`src/rtl/seq_mult_core.sv`:
```
// seq_mult_core: unsigned shift-add multiplier, WIDTH x WIDTH -> 2*WIDTH bits.
// It runs one iteration per clock for WIDTH clocks. Each iteration steers an
// external 2:1 operand mux: input A is zero, input B is the latched
// multiplicand. The multiplier LSB picks the addend that goes into the
// accumulator.
//
// Handshake: start is sampled only in IDLE. After an accepted start, busy
// stays high through the done cycle. done is a single-cycle pulse, and product
// is valid in that cycle. product then holds until the final iteration of the
// next accepted operation.
module seq_mult_core #(
    parameter int WIDTH = 4
) (
    input  logic                 clk,
    input  logic                 rst,
    input  logic                 start,
    input  logic [WIDTH-1:0]     op_a,
    input  logic [WIDTH-1:0]     op_b,
    output logic [WIDTH-1:0]     mcand,
    output logic                 mux_sel,
    input  logic [WIDTH-1:0]     addend,
    output logic                 busy,
    output logic                 done,
    output logic [2*WIDTH-1:0]   product,
    output logic [1:0]           dbg_state
);

    // The counter has one spare bit, so a power-of-two WIDTH never wraps early.
    localparam int CW = $clog2(WIDTH) + 1;

    typedef enum logic [1:0] {
        IDLE = 2'd0,
        CALC = 2'd1,
        DONE = 2'd2
    } state_t;

    state_t               state_q;
    logic [WIDTH-1:0]     mcand_q;
    logic [2*WIDTH-1:0]   p_q;          // {accumulator, remaining multiplier}
    logic [CW-1:0]        cnt_q;
    logic [2*WIDTH-1:0]   product_q;
    logic                 busy_q;
    logic                 done_q;

    logic [WIDTH:0]       sum_d;        // accumulator + addend, carry kept
    logic [2*WIDTH-1:0]   p_d;          // P after one shift-add iteration
    logic                 last_iter_d;

    // One shift-add step. The carry becomes the accumulator MSB after the
    // right shift, so nothing is lost: 15*15 still fits in 8 bits.
    always_comb begin
        sum_d       = {1'b0, p_q[2*WIDTH-1:WIDTH]} + {1'b0, addend};
        p_d         = {sum_d, p_q[WIDTH-1:1]};
        last_iter_d = (cnt_q == CW'(WIDTH - 1));
    end

    // Control FSM and datapath registers. rst overrides any in-flight work,
    // so an aborted operation never produces a done pulse.
    always_ff @(posedge clk) begin
        if (rst) begin
            state_q   <= IDLE;
            mcand_q   <= '0;
            p_q       <= '0;
            cnt_q     <= '0;
            product_q <= '0;
            busy_q    <= 1'b0;
            done_q    <= 1'b0;
        end else begin
            case (state_q)
                IDLE: begin
                    done_q <= 1'b0;
                    if (start) begin
                        mcand_q <= op_a;
                        p_q     <= {{WIDTH{1'b0}}, op_b};
                        cnt_q   <= '0;
                        busy_q  <= 1'b1;
                        state_q <= CALC;
                    end
                end
                CALC: begin
                    p_q   <= p_d;
                    cnt_q <= cnt_q + CW'(1);
                    if (last_iter_d) begin
                        product_q <= p_d;
                        done_q    <= 1'b1;
                        state_q   <= DONE;
                    end
                end
                DONE: begin
                    // Any start seen here is dropped; the next request is
                    // sampled from IDLE.
                    done_q  <= 1'b0;
                    busy_q  <= 1'b0;
                    state_q <= IDLE;
                end
                default: begin
                    done_q  <= 1'b0;
                    busy_q  <= 1'b0;
                    state_q <= IDLE;
                end
            endcase
        end
    end

    // Outputs come straight from registers. mux_sel follows P[0] in every
    // state; the mux value only matters during CALC.
    always_comb begin
        mcand     = mcand_q;
        mux_sel   = p_q[0];
        busy      = busy_q;
        done      = done_q;
        product   = product_q;
        dbg_state = state_q;
    end

endmodule

```
`config.mk`:
```
export PLATFORM = sky130hd
export DESIGN_NAME = seq_mult_core
export DESIGN_NICKNAME = d
export VERILOG_FILES = /design/src/rtl/seq_mult_core.sv
export SDC_FILE = /design/constraint.sdc
export NUM_CORES = 1
export LEC_CHECK = 0
export ABC_AREA = 1
export ABC_CLOCK_PERIOD_IN_PS = 1390
export CORE_UTILIZATION = 42
export DETAILED_ROUTE_END_ITERATION = 8
export PLACE_DENSITY_LB_ADDON = 0.12
export SYNTH_ARGS = -nofsm -noshare
export SYNTH_HDL_FRONTEND = slang
export SYNTH_SLANG_ARGS = --single-unit
```
`constraint.sdc`:
```
create_clock -name clk -period 1.39 [get_ports clk]
set_clock_uncertainty 0.1 [all_clocks]
set_input_delay 0.139 -clock clk [delete_from_list [all_inputs] [get_ports clk]]
set_output_delay 0.139 -clock clk [all_outputs]
set_load 0.01 [all_outputs]
```
==> summary.md, run 1 <==
| Metric | Value |
|---|---|
| Number of rows created at floorplan | 18 |
| Area share of the largest cell type after synthesis | 0.4547 |
| Hold Path Stages | 3 |
| Remaining routing DRC violations | 0 |
| Startpoint class of the critical path | flop |
| Via count of the routed design | 1078 |
| Sequential cell area fraction in the yosys report | 0.4547 |
| First-pass GRT wire length | 4.367 mm |
| Hold Crit Endpoint | mcand[3] |
| Cell types occupying the most area after synthesis | sky130_fd_sc_hd__dfxtp_1 (45%), sky130_fd_sc_hd__nor2_1 (6.9%), sky130_fd_sc_hd__o21ai_0 (6.7%) |
| Ratio of total power to cell area | around 900 mW/mm2 |
| Die X-Extent | 55.20 um |
| Antenna fix cells | 0 |
| Endpoint class of the critical path | flop |
| Ratio of cells with drive above 1 in the final layout | 0.1862 |
| Arrival time reported for the critical path endpoint | 1.59 ns |
| Overall routed net length | approximately 2.6 mm |
| Post-layout instance area | 0.001617 mm2 |
| Global route overflow | 0 |
| Final layout net count | 211 |
| Violated checks | setup timing |
| Final min period | 1.464 ns |
| Type of the setup path with the least slack | flop to flop |
| Reg-to-reg critical path endpoint | product[7] |
| Number of buffers inserted by port buffering | 31 |
| Combinational fraction of design power | 0.190 |
| Internal reg-to-reg setup slack | -0.07 ns |
| Number of CTS-inserted buffers | 3 |
| Via count of the first global-routing pass | between 1000 and 1500 |
| Placeable Area | approximately 0.0026 mm2 |
| HPWL reported at the end of detailed placement | 1.876 mm |
| H-Tree Level Count | 1 |
| Final setup viols | 4 |
| Number of I/O pins | 32 |
| Switching power total | 0.0003989 W |
| Final Wtd Congestion | 0.7855 |
| Least-Margin Pin Slew | 0.2038 ns |
| Type of the tightest min-delay check | input port to flop |
| Critical Path RT | 1.52 ns |
| Detailed router's first-iteration violation count | 13 |
| Internal Pwr Total | 0.001060 W |
| Synthesized Nets | 170 |
| Switching power share of the total | 0.2735 |
| Worst Hold Launch | op_a[3] |
| Largest net degree at the start of global routing | 15 |
| Result of the run | finished, violations left |
| Placed cells | ~210 |
| Reported leakage power | slightly below 0.8 nW |
| Number of nets with antenna violations after routing | 0 |
| Post-Synthesis Cell Area | roughly 0.0012 mm2 |
| Worst slew slack as a fraction of its limit | 0.8637 |
| Worst setup slack after layout | -0.07439 ns |
| Area leader, netlist | sky130_fd_sc_hd__dfxtp_1 |
| Avg Synthesized Cell Area | about 8 um2 |
| Unrepaired setup endpoints after global routing | true |
| Hold-fix buffer count after cts | 0 |
| Global router's overall resource usage | 0.1784 |
| Relative contribution of the clock network to total power | 0.235 |
| Utilization of the core after routing | 0.6296 |
| Final critical-path share of the clock period | 1.054 |
| Vertical die dimension | around 55 um |
| Number of pins exceeding their max-slew limit in the final report | 0 |
| Part of the power in registers | 0.575 |
| Buffers from clock root to sink, at most | 2 |
| Via density per instance | 4.945 |
| Average wire per standard cell | 11.78 um |
| Die area | just over 0.003 mm2 |
| Clock-pin slew on the worst setup and hold paths | 0.15 ns |
| Post-CTS setup buffer count | 0 |
| Initial antenna violation count | 0 |
| Highest net fanout along the worst path | 2 |
| Worst hold margin | 0.3263 ns |
| Maximum clock frequency | 682.9 MHz |
| Root Driver | sky130_fd_sc_hd__clkbuf_4 |
| Instance area at placement | 0.001578 mm2 |
| Yosys warning count | 0 |
| Unique masters post-synth | 23 |
| Clock tree from TritonCTS | done |
| Post-synthesis instance total | 148 |
| Worst R2R Start | p_q[4] |
| Flip-flop and latch count after synthesis | 27 |
| Initial core utilization | 0.4630 |
| Most frequent cells in the layout | sky130_fd_sc_hd__nor2_1 (22), sky130_fd_sc_hd__dfxtp_1 (22), sky130_fd_sc_hd__nand2_1 (21) |
| VDD IR-drop max | approximately 700 uV |
| Final number of hold-violating endpoints | 0 |
| Final sum of negative setup slack | -0.1759 ns |
| Maximum Capacitance Violations | 0 |
| Area overhead of the layout relative to synthesis | 36.00% |
| Final Non-Filler Cells | 218 |
| CTS Sinks | 27 |
| Worst skew pair latency | 0.33 ns |
| Worst Reg2Reg Path Length in Cells | 6 |
| First drt pass iteration count | 4 |
## power by group through the flow
stage	Combinational, W	Clock (W)	Sequential (W)
floorplan	0.000147	0	0.000860
global placement	0.000278	0	0.000852
detailed placement	0.000282	0	0.000854
CTS	0.000277	0.000348	0.000838
global route	0.000305	0.000380	0.000844
finish	0.000277	0.000343	0.000838
## critical path: stages, from the launching register on
cell	delay, ns
sky130_fd_sc_hd__dfxtp_2	0.36
sky130_fd_sc_hd__ha_4	0.16
sky130_fd_sc_hd__fa_2	0.36
sky130_fd_sc_hd__a21oi_2	0.15
sky130_fd_sc_hd__o21bai_1	0.10
sky130_fd_sc_hd__nor2_1	0.11
sky130_fd_sc_hd__nor2_1	0.04
## area by class of cell
cell class / count / area, um2
Fill cell: 249 / 950.9
Multi-Input combinational cell: 100 / 581.8
Sequential cell: 27 / 546.8
Timing Repair Buffer: 39 / 352.8
Inverter: 18 / 71.32
Tap cell: 30 / 37.54
Clock buffer: 4 / 26.28
## metal layers
layer,vias up,share of wire,GRT usage
li1,555,-,-
met1,482,0.46,0.2092
met2,33,0.47,0.2995
met3,8,0.048,0.03747
met4,0,0.024,0.1036
met5,-,0,0
## state kept, by name (all words and copies together), names as in the netlist
name	count
mcand	4
dbg_state	2
cnt_q	3
busy	1
p_q	8
product	8
done	1
## cells in the mapped netlist, drive strengths merged
cell type,instances
nand3,15
ha,6
inv,17
dfxtp,27
buf,3
fa,1
o21ai,21
o21bai,1
xor2,1
nand2,24
o21a,1
clkinv,1
nor2,24
a21oi,5
nor3,1
## through the flow
stage          power (W)  setup WS, ns
4_1_cts         0.001463      -0.09314
2_1_floorplan   0.001007      0.007117
3_5_place_dp    0.001136       -0.3408
3_3_place_gp    0.001129       -0.3203
6_report        0.001458      -0.07439
5_1_grt         0.001530       -0.1558
## logic make-up (layout without fill, tap and decap cells)
group	Yosys count	count (layout)	synth area share
XOR/XNOR	1	1	0.007370
flip-flops	27	27	0.4547
AND/OR/NAND/NOR	64	64	0.2568
AO/OA/AOI/OAI	28	28	0.1253
adder cells (fa/ha/maj)	7	7	0.08000
buffers and inverters	21	61	0.07578
## repair_timing
item / 4_1_cts / 5_1_grt
resized for setup: 25 / 6
pin swaps: 4 / 3
endpoints found under the setup margin: 25 / 11
## how the worst max path moves through the flow
stage | startpoint | to | slack [ns] | depth (start not counted)
after floorplan | p_q[4] | product[7] | 0.007 | 6
after global placement | addend[0] | product[7] | -0.32 | 7
after detailed placement | addend[0] | product[7] | -0.34 | 7
after CTS | p_q[4] | product[7] | -0.09 | 6
after global routing | p_q[4] | product[7] | -0.16 | 6
final | p_q[4] | product[7] | -0.07 | 6
(Power assumes the default switching activity.)
==> inputs of run 2 (changes only) <==
--- a/config.mk
+++ b/config.mk
@@ -9,7 +9,7 @@
 export ABC_CLOCK_PERIOD_IN_PS = 1390
 export CORE_UTILIZATION = 42
 export DETAILED_ROUTE_END_ITERATION = 8
-export PLACE_DENSITY_LB_ADDON = 0.12
+export PLACE_DENSITY = 0.74
 export SYNTH_ARGS = -nofsm -noshare
 export SYNTH_HDL_FRONTEND = slang
 export SYNTH_SLANG_ARGS = --single-unit
==> run 2 against run 1 <==
Compared with the run above:
- the run still ends with setup timing left
- global-route usage is 0.76 points lower
- sequential power hardly changed
- power is 0.69% higher
- sequential cell count stayed put
- wire length is 5.7% higher
- utilization is 3.3 points higher
- count of clock-buffer cells in the layout stayed put
- worst hold slack better by 0.010 ns
- first-iteration DRC count stayed put
- highest routed layer unchanged
==> summary.md, run 2 (same netlist as run 1, synthesis figures left out) <==
| Metric | Value |
|---|---|
| Result of the run | finished, violations left |
| Violated checks | setup timing |
| Worst Hold Launch | op_a[3] |
| Global route overflow | 0 |
| Remaining routing DRC violations | 0 |
| Die X-Extent | around 55 um |
| Initial antenna violation count | 0 |
| Final critical-path share of the clock period | 1.036 |
| Placed cells | 213 |
| VDD IR-drop max | just under 600 uV |
| Final Wtd Congestion | 0.7315 |
| Most frequent cells in the layout | sky130_fd_sc_hd__nor2_1 (22), sky130_fd_sc_hd__dfxtp_1 (22), sky130_fd_sc_hd__nand2_1 (21) |
| Buffers from clock root to sink, at most | 2 |
| Overall routed net length | 2.715 mm |
| Largest net degree at the start of global routing | 15 |
| Detailed router's first-iteration violation count | 13 |
| Placeable Area | 0.002567 mm2 |
| Switching power share of the total | 0.2685 |
| Via density per instance | 5.041 |
| Relative contribution of the clock network to total power | 0.222 |
| First drt pass iteration count | 4 |
| Combinational fraction of design power | 0.206 |
| First-pass GRT wire length | ~4.3 mm |
| Number of I/O pins | 32 |
| Ratio of cells with drive above 1 in the final layout | 0.2263 |
| Switching power total | 0.0003943 W |
| Global router's overall resource usage | 0.1708 |
| Via count of the routed design | 1109 |
| Post-layout instance area | 0.001700 mm2 |
| Number of buffers inserted by port buffering | 31 |
| Final min period | 1.441 ns |
| Maximum Capacitance Violations | 0 |
| Hold Crit Endpoint | mcand[3] |
| Final Non-Filler Cells | 220 |
| Reg-to-reg critical path endpoint | product[7] |
| Dominant cell type by count on the critical path | sky130_fd_sc_hd__nor2_1 |
| Type of the tightest min-delay check | input port to flop |
| Maximum clock frequency | about 690 MHz |
| Worst slew slack as a fraction of its limit | 0.8374 |
| Root Driver | sky130_fd_sc_hd__clkbuf_4 |
| Part of the power in registers | 0.572 |
| Endpoint class of the critical path | flop |
| Highest net fanout along the worst path | 2 |
| Final setup viols | 2 |
| Final number of hold-violating endpoints | 0 |
| Internal reg-to-reg setup slack | -0.05 ns |
| Worst R2R Start | p_q[4] |
| Cell type of the slowest stage on the worst timing path | sky130_fd_sc_hd__dfxtp_2 |
| Hold-fix buffer count after cts | 0 |
| Sequence of cells on the critical path | ha_4, fa_2, a21oi_2, o21bai_1, nor2_1, nor2_1 |
| Number of pins exceeding their max-slew limit in the final report | 0 |
| Clock tree from TritonCTS | done |
| CTS Sinks | 27 |
| Clock-pin slew on the worst setup and hold paths | between 0.1 and 0.15 ns |
| Worst Reg2Reg Path Length in Cells | 6 |
| Number of CTS-inserted buffers | 3 |
| Average wire per standard cell | 12.34 um |
| Least-Margin Pin Slew | 0.2434 ns |
| Vertical die dimension | 55.20 um |
| Delay of the slowest cell on the worst path | 0.36 ns |
| Worst setup slack after layout | -0.05070 ns |
| Die area | between 0.003 and 0.004 mm2 |
| Worst skew pair latency | 0.32 ns |
| Hold Path Stages | 3 |
| Final layout net count | 213 |
| Number of nets with antenna violations after routing | 0 |
| Number of fill cells | 215 |
| Unrepaired setup endpoints after global routing | true |
| Pre-CTS WS | -0.3613 ns |
| Ratio of total power to cell area | 863.6 mW/mm2 |
| Number of rows created at floorplan | 18 |
| Reported leakage power | 0.7938 nW |
| Instance area at placement | 0.001583 mm2 |
| Startpoint class of the critical path | flop |
| Initial core utilization | 0.4630 |
| Antenna fix cells | 0 |
| Area overhead of the layout relative to synthesis | 43.05% |
| Internal Pwr Total | between 0.001 and 0.0015 W |
| Critical Path RT | roughly 1.5 ns |
| Type of the setup path with the least slack | flop to flop |
| Via count of the first global-routing pass | 1010 |
| Arrival time reported for the critical path endpoint | 1.56 ns |
| HPWL reported at the end of detailed placement | 1.937 mm |
| H-Tree Level Count | 1 |
-- run 2: cell types whose count changed in the layout (fill, tap and decap cells not counted), sizes merged --
cell | before | now
buf | 8 | 10
dlygate4sd2 | 16 | 17
dlymetal6s2s | 1 | 0
-- run 2: power by group through the flow --
stage | combinational, W | sequential (W) | clock, W
5_1_grt | 0.000332 | 0.000845 | 0.000366
6_report | 0.000302 | 0.000840 | 0.000327
4_1_cts | 0.000284 | 0.000838 | 0.000339
2_1_floorplan | 0.000147 | 0.000860 | 0
3_5_place_dp | 0.000287 | 0.000853 | 0
3_3_place_gp | 0.000282 | 0.000851 | 0
-- run 2: cell type report --
type | count | area (um2) | area share
multi-input cells | 100 | 639.4 | 0.3760
flip-flops and latches | 27 | 549.3 | 0.3230
repair buffers | 41 | 376.6 | 0.2215
inverters | 18 | 71.32 | 0.04194
well taps | 30 | 37.54 | 0.02208
clock buffers | 4 | 26.28 | 0.01545
-- run 2: repair_timing --
action,in CTS,in global routing
pin swaps,4,4
gates resized for setup,31,13
setup buffers,1,2
setup endpoints to repair,25,11
-- run 2: worst max-delay path, delay by kind of cell (launching register included) --
family / cells / cell delay, ns
fa+ha+maj: 2 / 0.52
simple gates: 2 / 0.13
compound gates: 2 / 0.23
flops: 1 / 0.36
-- run 2: per-layer routing --
metal / global-route usage / vias up / wire length (um)
li1: - / 561 / -
met1: 0.2204 / 506 / 1259
met2: 0.2754 / 38 / 1293
met3: 0.03513 / 4 / 135
met4: 0.07500 / 0 / 27
met5: 0 / - / 0
-- run 2: worst max-delay path by stage --
stage          startpoint    endpoint
2_1_floorplan      p_q[4]  product[7]
4_1_cts            p_q[4]  product[7]
3_5_place_dp    addend[0]  product[7]
3_3_place_gp    addend[0]  product[7]
6_report           p_q[4]  product[7]
5_1_grt            p_q[4]  product[7]
-- run 2: metrics by stage --
stage / power, W / hold slack [ns] / utilization / setup TNS [ns]
2_1_floorplan: 0.001007 / 0.1081 / - / 0
3_3_place_gp: 0.001133 / 0.3606 / 0.6165 / -1.694
3_5_place_dp: 0.001140 / 0.3644 / 0.6165 / -2.013
4_1_cts: 0.001460 / 0.3365 / 0.6330 / -0.03728
5_1_grt: 0.001544 / 0.3409 / 0.6623 / -0.2709
6_report: 0.001468 / 0.3363 / 0.6623 / -0.06082
==> inputs of run 3 (changes only) <==
--- a/config.mk
+++ b/config.mk
@@ -7,9 +7,8 @@
 export LEC_CHECK = 0
 export ABC_AREA = 1
 export ABC_CLOCK_PERIOD_IN_PS = 1390
-export CORE_UTILIZATION = 42
+export CORE_UTILIZATION = 30
 export DETAILED_ROUTE_END_ITERATION = 8
-export PLACE_DENSITY = 0.74
 export SYNTH_ARGS = -nofsm -noshare
 export SYNTH_HDL_FRONTEND = slang
 export SYNTH_SLANG_ARGS = --single-unit
==> run 3 against run 2 <==
Compared with the run above:
- the run still ends with setup timing left
- sequential cell count unchanged
- worst hold slack improved by 0.018 ns
- cell count increased by 9.1%
- wire length increased by 3.5%
- critical path type unchanged
==> summary.md, run 3 (same netlist as run 1, synthesis figures left out) <==
| Metric | Value |
|---|---|
| Result of the run | finished, violations left |
| Violated checks | setup timing |
| Critical Path RT | 1.46 ns |
| Reported leakage power | just under 0.9 nW |
| Detailed router's first-iteration violation count | 46 |
| Worst hold margin | about 0.35 ns |
| Worst slew slack as a fraction of its limit | 0.8492 |
| Hold-fix buffer count after cts | 0 |
| Unrepaired setup endpoints after global routing | true |
| H-Tree Level Count | 1 |
| Die area | ~0.0042 mm2 |
| Initial core utilization | 0.3175 |
| Type of the tightest min-delay check | input port to flop |
| Antenna fix cells | 0 |
| Arrival time reported for the critical path endpoint | roughly 1.5 ns |
| Most frequent cells in the layout | sky130_fd_sc_hd__dfxtp_1 (23), sky130_fd_sc_hd__nand2_1 (21), sky130_fd_sc_hd__nor2_1 (21) |
| Maximum clock frequency | 696.3 MHz |
| Number of rows created at floorplan | 22 |
| Number of pins exceeding their max-slew limit in the final report | 0 |
| Via density per instance | 4.554 |
| Instance area at placement | 0.001600 mm2 |
| Number of buffers inserted by port buffering | 31 |
| Area overhead of the layout relative to synthesis | 49.68% |
| Overall routed net length | 2.809 mm |
| Die X-Extent | roughly 65 um |
| Global router's overall resource usage | 0.1378 |
| Number of nets with antenna violations after routing | 0 |
| Final number of hold-violating endpoints | 0 |
| Pre-CTS WS | -0.3407 ns |
| Number of I/O pins | 32 |
| Global route overflow | 0 |
| Utilization of the core after routing | 0.4753 |
| Placeable Area | around 0.0037 mm2 |
| Worst setup slack after layout | -0.04624 ns |
| Highest net fanout along the worst path | 2 |
| Most common cell after layout, fill and taps aside | sky130_fd_sc_hd__dfxtp_1 |
| Final sum of negative setup slack | -0.09992 ns |
| Worst skew pair latency | about 0.27 ns |
| Via count of the routed design | 1093 |
| Initial antenna violation count | 0 |
| Post-layout instance area | 0.001779 mm2 |
| Via count of the first global-routing pass | 1062 |
| Startpoint class of the critical path | flop |
| First-pass GRT wire length | 4.595 mm |
| Least-Margin Pin Slew | between 0.2 and 0.25 ns |
| Average wire per standard cell | 11.70 um |
| Ratio of cells with drive above 1 in the final layout | 0.2500 |
| First drt pass iteration count | 4 |
| Maximum Capacitance Violations | 0 |
| CTS Sinks | 27 |
| Final Wtd Congestion | 0.7700 |
| Final setup viols | 4 |
| HPWL reported at the end of detailed placement | 1.992 mm |
| Clock tree from TritonCTS | done |
| Largest net degree at the start of global routing | 15 |
| VDD IR-drop max | 682.2 uV |
| Clock-pin slew on the worst setup and hold paths | roughly 0.090 ns |
| Final min period | about 1.4 ns |
| Buffers from clock root to sink, at most | 2 |
| Type of the setup path with the least slack | flop to flop |
| Final layout net count | 215 |
| Ratio of total power to cell area | 892.0 mW/mm2 |
| Endpoint class of the critical path | flop |
| Vertical die dimension | 64.95 um |
| Remaining routing DRC violations | 0 |
| Number of CTS-inserted buffers | 3 |
| Root Driver | sky130_fd_sc_hd__clkbuf_8 |
| Final critical-path share of the clock period | 1.033 |
-- run 3: cell count changes in the layout (fill, tap and decap cells not counted), moves of 3 or more --
cell,before,now
sky130_fd_sc_hd__dlygate4sd2_1,17,13
sky130_fd_sc_hd__buf_4,9,12
sky130_fd_sc_hd__clkbuf_4,3,0
sky130_fd_sc_hd__clkbuf_8,0,3
sky130_fd_sc_hd__dlymetal6s2s_1,0,5
-- run 3: layout make-up --
cell class / instances / area (um2)
inverter: 18 / 73.82
sequential: 27 / 545.5
multi-input combinational: 100 / 658.1
tap: 48 / 60.06
timing repair buffer: 43 / 396.6
fill: 401 / 1964
clock buffer: 4 / 45.04
-- run 3: layer usage --
layer	vias to the layer above	share of wire	track usage
met4	0	0.0050	0.02500
met3	2	0.052	0.03169
met5	-	0	0
met2	29	0.46	0.2279
li1	565	-	-
met1	497	0.48	0.1826
-- run 3: final timing paths --
kind	from	to	slack [ns]	depth (start not counted)
min	addend[0]	product[3]	0.35	4
max	p_q[4]	product[7]	-0.05	6
max reg2reg	p_q[4]	product[7]	-0.05	6
min reg2reg	dbg_state[1]	busy	0.37	1
-- run 3: power breakdown --
| group | internal, W | switching [W] | leakage, nW |
|---|---|---|---|
| Sequential | 0.000814 | 0.0000250 | 0.222 |
| Combinational | 0.000148 | 0.000156 | 0.625 |
| Clock | 0.000205 | 0.000239 | 0.0228 |
| Total | 0.00117 | 0.000420 | 0.870 |
-- run 3: metrics by stage --
stage	std cells	total power, W
finish	240	0.001587
floorplan	148	0.001007
CTS	236	0.001586
global placement	232	0.001132
detailed placement	232	0.001138
global route	240	0.001679
-- run 3: critical path: stages (launching register included) --
cell and delay [ns]:
sky130_fd_sc_hd__dfxtp_2 0.35, sky130_fd_sc_hd__ha_4 0.16, sky130_fd_sc_hd__fa_2 0.37, sky130_fd_sc_hd__a21oi_2 0.14, sky130_fd_sc_hd__o21bai_1 0.08, sky130_fd_sc_hd__nor2_1 0.09, sky130_fd_sc_hd__nor2_1 0.04
-- run 3: timing repair --
action / in CTS / in global routing
buffers inserted: 0 / 4
endpoints found under the hold margin: 0 / 0
resized for setup: 26 / 22
setup endpoints to repair: 21 / 16
pin swaps: 2 / 3
